===== src/rtl/mem_sweep_ctrl.sv =====
// Sweep sequencer for one simple-dual-port block RAM: fills every word with a
// constant, or reads every word back and accumulates an additive checksum.
module mem_sweep_ctrl #(
    parameter int ADDR_W = 12,
    parameter int DATA_W = 8,
    parameter int DEPTH  = 4096,
    parameter int SUM_W  = 16
) (
    input  logic              clk,
    input  logic              reset,
    input  logic              start,
    input  logic              mode,
    input  logic [DATA_W-1:0] fill_data,
    output logic              busy,
    output logic              done,
    output logic [SUM_W-1:0]  checksum,
    output logic [ADDR_W-1:0] mem_raddr,
    input  logic [DATA_W-1:0] mem_dout,
    output logic [ADDR_W-1:0] mem_waddr,
    output logic [DATA_W-1:0] mem_din,
    output logic              mem_we
);

    typedef enum logic [2:0] {
        S_IDLE,
        S_FILL,
        S_READ,
        S_DRAIN,
        S_DONE
    } state_t;

    // One extra counter bit so DEPTH == 2**ADDR_W never aliases back to zero.
    localparam logic [ADDR_W:0] LAST_ADDR = (ADDR_W + 1)'(DEPTH - 1);

    state_t            state_q, state_d;
    logic [ADDR_W:0]   cnt_q, cnt_d;
    logic [DATA_W-1:0] fill_q, fill_d;
    logic [SUM_W-1:0]  sum_q, sum_d;
    logic              at_last;

    always_ff @(posedge clk) begin
        if (reset) begin
            state_q <= S_IDLE;
            cnt_q   <= '0;
            fill_q  <= '0;
            sum_q   <= '0;
        end else begin
            state_q <= state_d;
            cnt_q   <= cnt_d;
            fill_q  <= fill_d;
            sum_q   <= sum_d;
        end
    end

    assign at_last = (cnt_q == LAST_ADDR);

    // Command handshake: start is a strobe taken only in IDLE (no ready back);
    // mode and fill_data are sampled on that same edge, and start seen in any
    // other state is dropped rather than queued.
    always_comb begin
        state_d = state_q;
        cnt_d   = cnt_q;
        fill_d  = fill_q;
        sum_d   = sum_q;
        case (state_q)
            S_IDLE: begin
                if (start) begin
                    cnt_d  = '0;
                    fill_d = fill_data;
                    if (mode) begin
                        state_d = S_FILL;
                    end else begin
                        sum_d   = '0;
                        state_d = S_READ;
                    end
                end
            end
            S_FILL: begin
                cnt_d = cnt_q + 1'b1;
                if (at_last) state_d = S_DONE;
            end
            S_READ: begin
                cnt_d = cnt_q + 1'b1;
                // mem_dout lags the address by one cycle, so nothing is valid yet on the first READ cycle.
                if (cnt_q != '0) sum_d = sum_q + SUM_W'(mem_dout);
                if (at_last) state_d = S_DRAIN;
            end
            S_DRAIN: begin
                sum_d   = sum_q + SUM_W'(mem_dout);
                state_d = S_DONE;
            end
            S_DONE: begin
                state_d = S_IDLE;
            end
            default: begin
                state_d = S_IDLE;
            end
        endcase
    end

    always_comb begin
        busy      = (state_q == S_FILL) || (state_q == S_READ) || (state_q == S_DRAIN);
        done      = (state_q == S_DONE);
        mem_we    = (state_q == S_FILL);
        mem_din   = (state_q == S_FILL) ? fill_q : '0;
        mem_waddr = cnt_q[ADDR_W-1:0];
        mem_raddr = cnt_q[ADDR_W-1:0];
        checksum  = sum_q;
    end

endmodule


===== config.mk =====
export PLATFORM = sky130hd
export DESIGN_NAME = mem_sweep_ctrl
export DESIGN_NICKNAME = d
export VERILOG_FILES = /design/src/rtl/mem_sweep_ctrl.sv
export SDC_FILE = /design/constraint.sdc
export NUM_CORES = 1
export LEC_CHECK = 0
export CAP_MARGIN = 20
export CORE_MARGIN = 2
export CORE_UTILIZATION = 49
export CTS_CLUSTER_DIAMETER = 120
export DETAILED_ROUTE_END_ITERATION = 8
export PLACE_DENSITY = 0.79
export SLEW_MARGIN = 20
export SYNTH_ARGS = -nofsm -noshare
export SYNTH_HDL_FRONTEND = slang
export SYNTH_SLANG_ARGS = --single-unit

===== constraint.sdc =====
create_clock -name clk -period 3.65 [get_ports clk]
set_clock_uncertainty 0.05 [all_clocks]
set_input_delay 0.365 -clock clk [delete_from_list [all_inputs] [get_ports clk]]
set_output_delay 0.365 -clock clk [all_outputs]
set_load 0.01 [all_outputs]

==> impl_metrics.env <==
export IMPL_antenna_found_initial=0
export IMPL_rsz0062_at_grt="no"
export IMPL_crit_required_ns=3.83
export IMPL_fp_dieH_um=74.1
export IMPL_finalSetupTns_ns=0
export IMPL_hold_viol=0
export IMPL_swShare=0.277
export IMPL_cpMostUsedCell="a21oi_1"
export IMPL_path_cells="clkdlybuf4s50_1 > ha_1 > a21oi_1 > a2111oi_0 > nor3_1 > or4_1 > a21oi_1"
export IMPL_critPathKind="primary input to register"
export IMPL_clk_pin_slew_ns=0.08
export IMPL_crit_slowest_cell="a2111oi_0"
export IMPL_vdd_ir_drop_max_v=0.000167
export IMPL_setup_viol=0
export IMPL_yosys_warnings=0
export IMPL_die_width_um=74.1
export IMPL_dr_pass1_iters=4
export IMPL_synth_commonest_cells="40 x dfxtp_1, 39 x nand2_1, 28 x a21oi_1"
export IMPL_synth_cell_types=48
export IMPL_grt_util_met2=0.349
export IMPL_clock_latency_ns=0.30
export IMPL_grt_busiest_layer="met2"
export IMPL_post_route_period_util=0.704
export IMPL_area_growth_pct=27.3
export IMPL_met1_usage=0.271
export IMPL_fin_crit_ns=2.57
export IMPL_num_fill_cells=440
export IMPL_synth_area_um2=2410
export IMPL_synth_edff_count=0
export IMPL_worstSetupStartpointType="primary input"
export IMPL_drc=0
export IMPL_root_buffer="clkbuf_8"
export IMPL_port_buffers=70
export IMPL_fin_util=0.649
export IMPL_status="finished clean"
export IMPL_arrival_ns=2.75
export IMPL_track_usage=0.213
export IMPL_switchingPower_mw=0.263
export IMPL_cts_setup_buffers=0
export IMPL_grt_util_met3=0.0447
export IMPL_power_total_mw=0.949
export IMPL_synth_main_ff_cell="dfxtp_1"
export IMPL_crit_buf_inv=1
export IMPL_crit_path_max_fanout=8
export IMPL_synthTopCellsByArea="dfxtp_1 33%, buf_4 7.5%, nand2_1 6.1%"
export IMPL_place_congestion=0.854
export IMPL_ant_nets=0
export IMPL_worst_pin_slew_ns=0.779
export IMPL_syn_nets=328
export IMPL_fmax_ghz=0.389
export IMPL_p_int_mw=0.686
export IMPL_io_pins=71
export IMPL_routed_wirelength_um=5490
export IMPL_htree_levels=2
export IMPL_grt_pass1_wl_um=9160
export IMPL_p_per_area_nw_per_um2=309
export IMPL_cpPeakStageDelay_ns=0.58
export IMPL_nets=375
export IMPL_power_frac_comb=0.184
export IMPL_hold_buffers=0
export IMPL_cts_path_max_buffers=2
export IMPL_grt_pass1_vias=2020
export IMPL_wire_per_inst_um=13.3
export IMPL_seqPwrFrac=0.488
export IMPL_overflow=0
export IMPL_cts_resized=0
export IMPL_grt_max_degree=23
export IMPL_power_share_clock=0.328
export IMPL_ys_ff_latch=40
export IMPL_async_reset_ff_frac=0
export IMPL_power_leakage_nw=1.10
export IMPL_ys_seq_area_frac=0.332
export IMPL_slew_viol_final=0
export IMPL_antennaDiodeCount=0
export IMPL_cts_buffers=5
export IMPL_core_um2=4720
export IMPL_drt_iter0_markers=153
export IMPL_synth_most_common_cell="dfxtp_1"
export IMPL_num_vias=2252
export IMPL_drive_gt1_frac=0.0551
export IMPL_cts_tree="yes"
export IMPL_yosys_area_top_type_share=0.332
export IMPL_syn_inst=297
export IMPL_critPathTopFamily="compound AO/OA/AOI/OAI gates"
export IMPL_dp_hpwl_um=4050
export IMPL_initial_utilization=0.510
export IMPL_synth_top_area_cell="dfxtp_1"
export IMPL_slew_headroom=0.479
export IMPL_clock_sinks=40
export IMPL_fp_row_count=25
export IMPL_avgSynthCellArea_um2=8.11
export IMPL_die_area_um2=5500
export IMPL_end_kind="register"
export IMPL_viasPerCell=5.47
export IMPL_maxCapViolations=0
export IMPL_hp_class="register to register"
[path summary, 6_finish.rpt]
path / startpoint / end / slack, ns / cells after the start
worst max-delay path: mem_dout[2] / checksum[15] / 1.08 / 7
worst min-delay path: fill_q[1] / fill_q[1] / 0.40 / 2
worst max register to register: state_q[1] / checksum[9] / 1.20 / 5
worst min register to register: fill_q[1] / fill_q[1] / 0.40 / 2
[worst min-delay path, stage by stage (launching register included)]
cell,delay [ns]
dfxtp_1,0.31
nand2_1,0.05
a21oi_1,0.05
[placed cells by master (no fill, tap or decap), types with 3 or more instances in the layout]
master,n
clkdlybuf4s50_1,70
dfxtp_1,40
nand2_1,39
a21oi_1,28
nor2_1,20
nand3_1,14
and2_1,11
inv_1,10
ha_1,10
nor3_1,8
xnor2_1,7
nor4_1,6
nand4_1,6
xor2_1,6
clkbuf_8,6
o21ai_0,5
a21o_1,4
nand2b_1,4
or3_1,4
o31ai_1,4
nor4b_1,3
mux2i_1,3
[power groups by stage]
stage / registers, mW / clock network (mW) / logic, mW
4_1_cts: 0.464 / 0.313 / 0.174
2_1_floorplan: 0.470 / 0 / 0.113
3_5_place_dp: 0.474 / 0 / 0.173
6_report: 0.463 / 0.311 / 0.175
3_3_place_gp: 0.473 / 0 / 0.169
5_1_grt: 0.466 / 0.332 / 0.194
[metal layers]
metal | routed length [µm] | vias to the layer above | share of wire
li1 | - | 1114 | -
met2 | 2590 | 62 | 0.47
met1 | 2500 | 1067 | 0.46
met3 | 295 | 9 | 0.054
met4 | 100 | 0 | 0.018
met5 | 0 | - | 0
[metrics by stage]
stage	setup WS (ns)	instances	area, µm²	hold WS (ns)
after global placement	0.882	404	2980	0.387
after detailed placement	0.782	404	2980	0.392
after global routing	0.881	412	3070	0.429
final	1.08	412	3070	0.402
after floorplan	1.47	297	2410	0.382
after CTS	1.09	412	3070	0.403
[area by class of cell]
type	instances	area, µm²	share of cell area
inverters	10	37.5	0.0122
flip-flops and latches	40	801	0.261
repair buffers	72	716	0.233
multi-input cells	215	1340	0.437
well taps	67	83.8	0.0273
clock buffers	8	90.1	0.0294
[cell families (layout without fill, tap and decap cells)]
logic type,after synthesis,in the layout,share of synthesized area
muxes,3,3,0.0125
DFF,40,40,0.332
buffers and inverters,42,90,0.112
AOI/OAI and AO/OA,53,53,0.139
adders and majority gates,11,11,0.0602
xor gates and xnor gates,13,13,0.0472
and+or+nand+nor,135,135,0.296
[registers in the layout, indices dropped and copies added (netlist names)]
register  count
fill_q        8
checksum     16
cnt_q        13
state_q       3
Power figures use the tool's default switching activity.
==> RTL change: new RTL, same settings <==
Set the parameter `SUM_W` to 32 (it was 16).
--- a/src/rtl/mem_sweep_ctrl.sv
+++ b/src/rtl/mem_sweep_ctrl.sv
@@ -5,5 +5,5 @@
     parameter int DATA_W = 8,
     parameter int DEPTH  = 4096,
-    parameter int SUM_W  = 16
+    parameter int SUM_W  = 32
 ) (
     input  logic              clk,
Ports: changed (resized checksum); port bits go from 71 to 87. No check against the original RTL was run, so the function may have changed too.
==> RTL change against the original RTL <==
- clock power up 17%
- power up 31%
- wire length up 41%
- largest cell class unchanged
- critical endpoint is now mem_din[2]
- final cell count up 32%
- setup slack worse by 0.29 ns
- sequential cell count up 16
- final area up 35%
- sequential share of layout area up 0.93 points
- area after synthesis up 38%
- fmax down 10%
==> RTL change: results (changes against the original RTL) <==
- Reg-to-reg endpoint: checksum[6]
- Initial DRC count: 127 (-17%)
- Synth unique cells: 50 (+4.2%)
- Most instantiated cells after synthesis: dfxtp_1 (56), nand2_1 (51), a21oi_1 (41), buf_4 (25), nor2_1 (21)
- RD Place Congestion: 0.868 (+1.7%)
- Crit path largest cell delay: 0.76 ns (+0.18 ns)
- CP top delay family: simple AND/OR/NAND/NOR gates
- Largest net degree at the start of global routing: 35 (+52%)
- # fillers: 608 (+38%)
- Final hold slack: 0.403 ns (+0.00153 ns)
- Reg2Reg Depth: 7 (+2)
- WL/cell: 14.2 um (+6.7%)
- # nets final: 496 (+32%)
- Layout cell share with drive strength beyond 1: 6.02% (+0.51 points)
- Total track usage: 21.3% (+0.062 points)
- First-pass GRT wire length: 13.2 mm (+44%)
- Clk Latency, worst-skew pair: 0.31 ns
- Max reg flops: 32 (+16)
- Clock-pin slew on the worst setup and hold paths: 0.10 ns (+0.02 ns)
- Mapped Nets: 441 (+34%)
- Reg power frac: 52.1% (+3.3 points)
- Worst setup EP type: output port
- Vias: 3155 (+40%)
- Worst reg2reg setup slack: 0.92 ns (-0.28 ns)
- Hold Path End: fill_q[7]
- IO buf count: 86 (+23%)
- Area taken by flip-flops and latches: 1120 um^2 (+40%)
- Post-DP Area: 4050 um^2 (+36%)
- Peak Freq: 350 MHz (-10%)
- Vias in the first global route: 2877 (+42%)
- FF-to-FF Start: cnt_q[0]
- Status: finished, final reports clean
- Clock buffer depth: 2 (unchanged)
- CP endpoint: mem_din[2]
- Drt pass-1 iters: 4 (unchanged)
- PD cells: 300 nW/um^2 (-2.9%)
- CTS H-tree depth: 2 (unchanged)
- Initial antenna violation count: 0 (unchanged)
- Switch Pwr: 0.345 mW (+31%)
- Sequential share of the synthesized area: 33.6% (+0.39 points)
- Worst Tran Pin Value: 0.915 ns (+0.135 ns)
- Peak supply drop: 0.204 mV (+23%)
- Ys flop type: dfxtp_1
- DRC: 0 (unchanged)
- Leakage Power: 1.36 nW (+24%)
- Combinational Power Share: 18.6% (+0.2 points)
- Mean area per synthesized cell: 8.13 um^2 (+0.23%)
- Data arrival, critical path: 2.44 ns (-0.31 ns)
- Slowest CP cell: nor3b_1
- DP Wirelength: 5.58 mm (+38%)
- Endpoints failing hold: 0 (unchanged)
- Top post-synthesis cells by area: dfxtp_1 (34%), a21oi_1 (6.2%), nand2_1 (5.7%)
- Worst slack at placement: 0.786 ns (+0.00443 ns)
- Crit path max fanout: 12 (+4)
- Worst Setup SP: state_q[0]
- Final wirelength: 7.75 mm (+41%)
- CTS buffer count: 5 (unchanged)
- Synth warn: 0 (unchanged)
- Placed Cells: 538 (+33%)
- Hold Path Origin: fill_q[7]
## RTL change: cell count changes after synthesis, sizes merged, moves of 5 or more
cell,before,now
a21oi,29,41
buf,27,32
o31ai,4,11
nand2,40,51
mux2i,3,12
or2,2,11
a211oi,1,6
o21ai,5,15
dfxtp,40,56
or4,2,10
## RTL change: layout make-up
type                            instances  area share (%)
Tap cell                               80            2.41
Clock buffer                            7            2.32
Inverter                               13            1.18
Sequential cell                        56            27.0
Timing Repair Buffer                   89            21.3
Multi-Input combinational cell        300            45.7
## RTL change: cells by family after synthesis
family,after synthesis,synth area share (%)
adders and majority gates,11,4.35
buffers and inverters,54,9.53
DFF,56,33.6
muxes,13,3.94
xor gates and xnor gates,9,2.36
and+or+nand+nor,176,29.2
AOI/OAI and AO/OA,91,17.0
## RTL change: per-layer routing
layer	GRT usage, %	part of all wire [%]	vias to the layer above
met5	0	0	-
met4	6.39	1.4	0
met3	4.29	5.4	10
met2	35.0	48	95
met1	28.3	45	1478
li1	-	-	1572
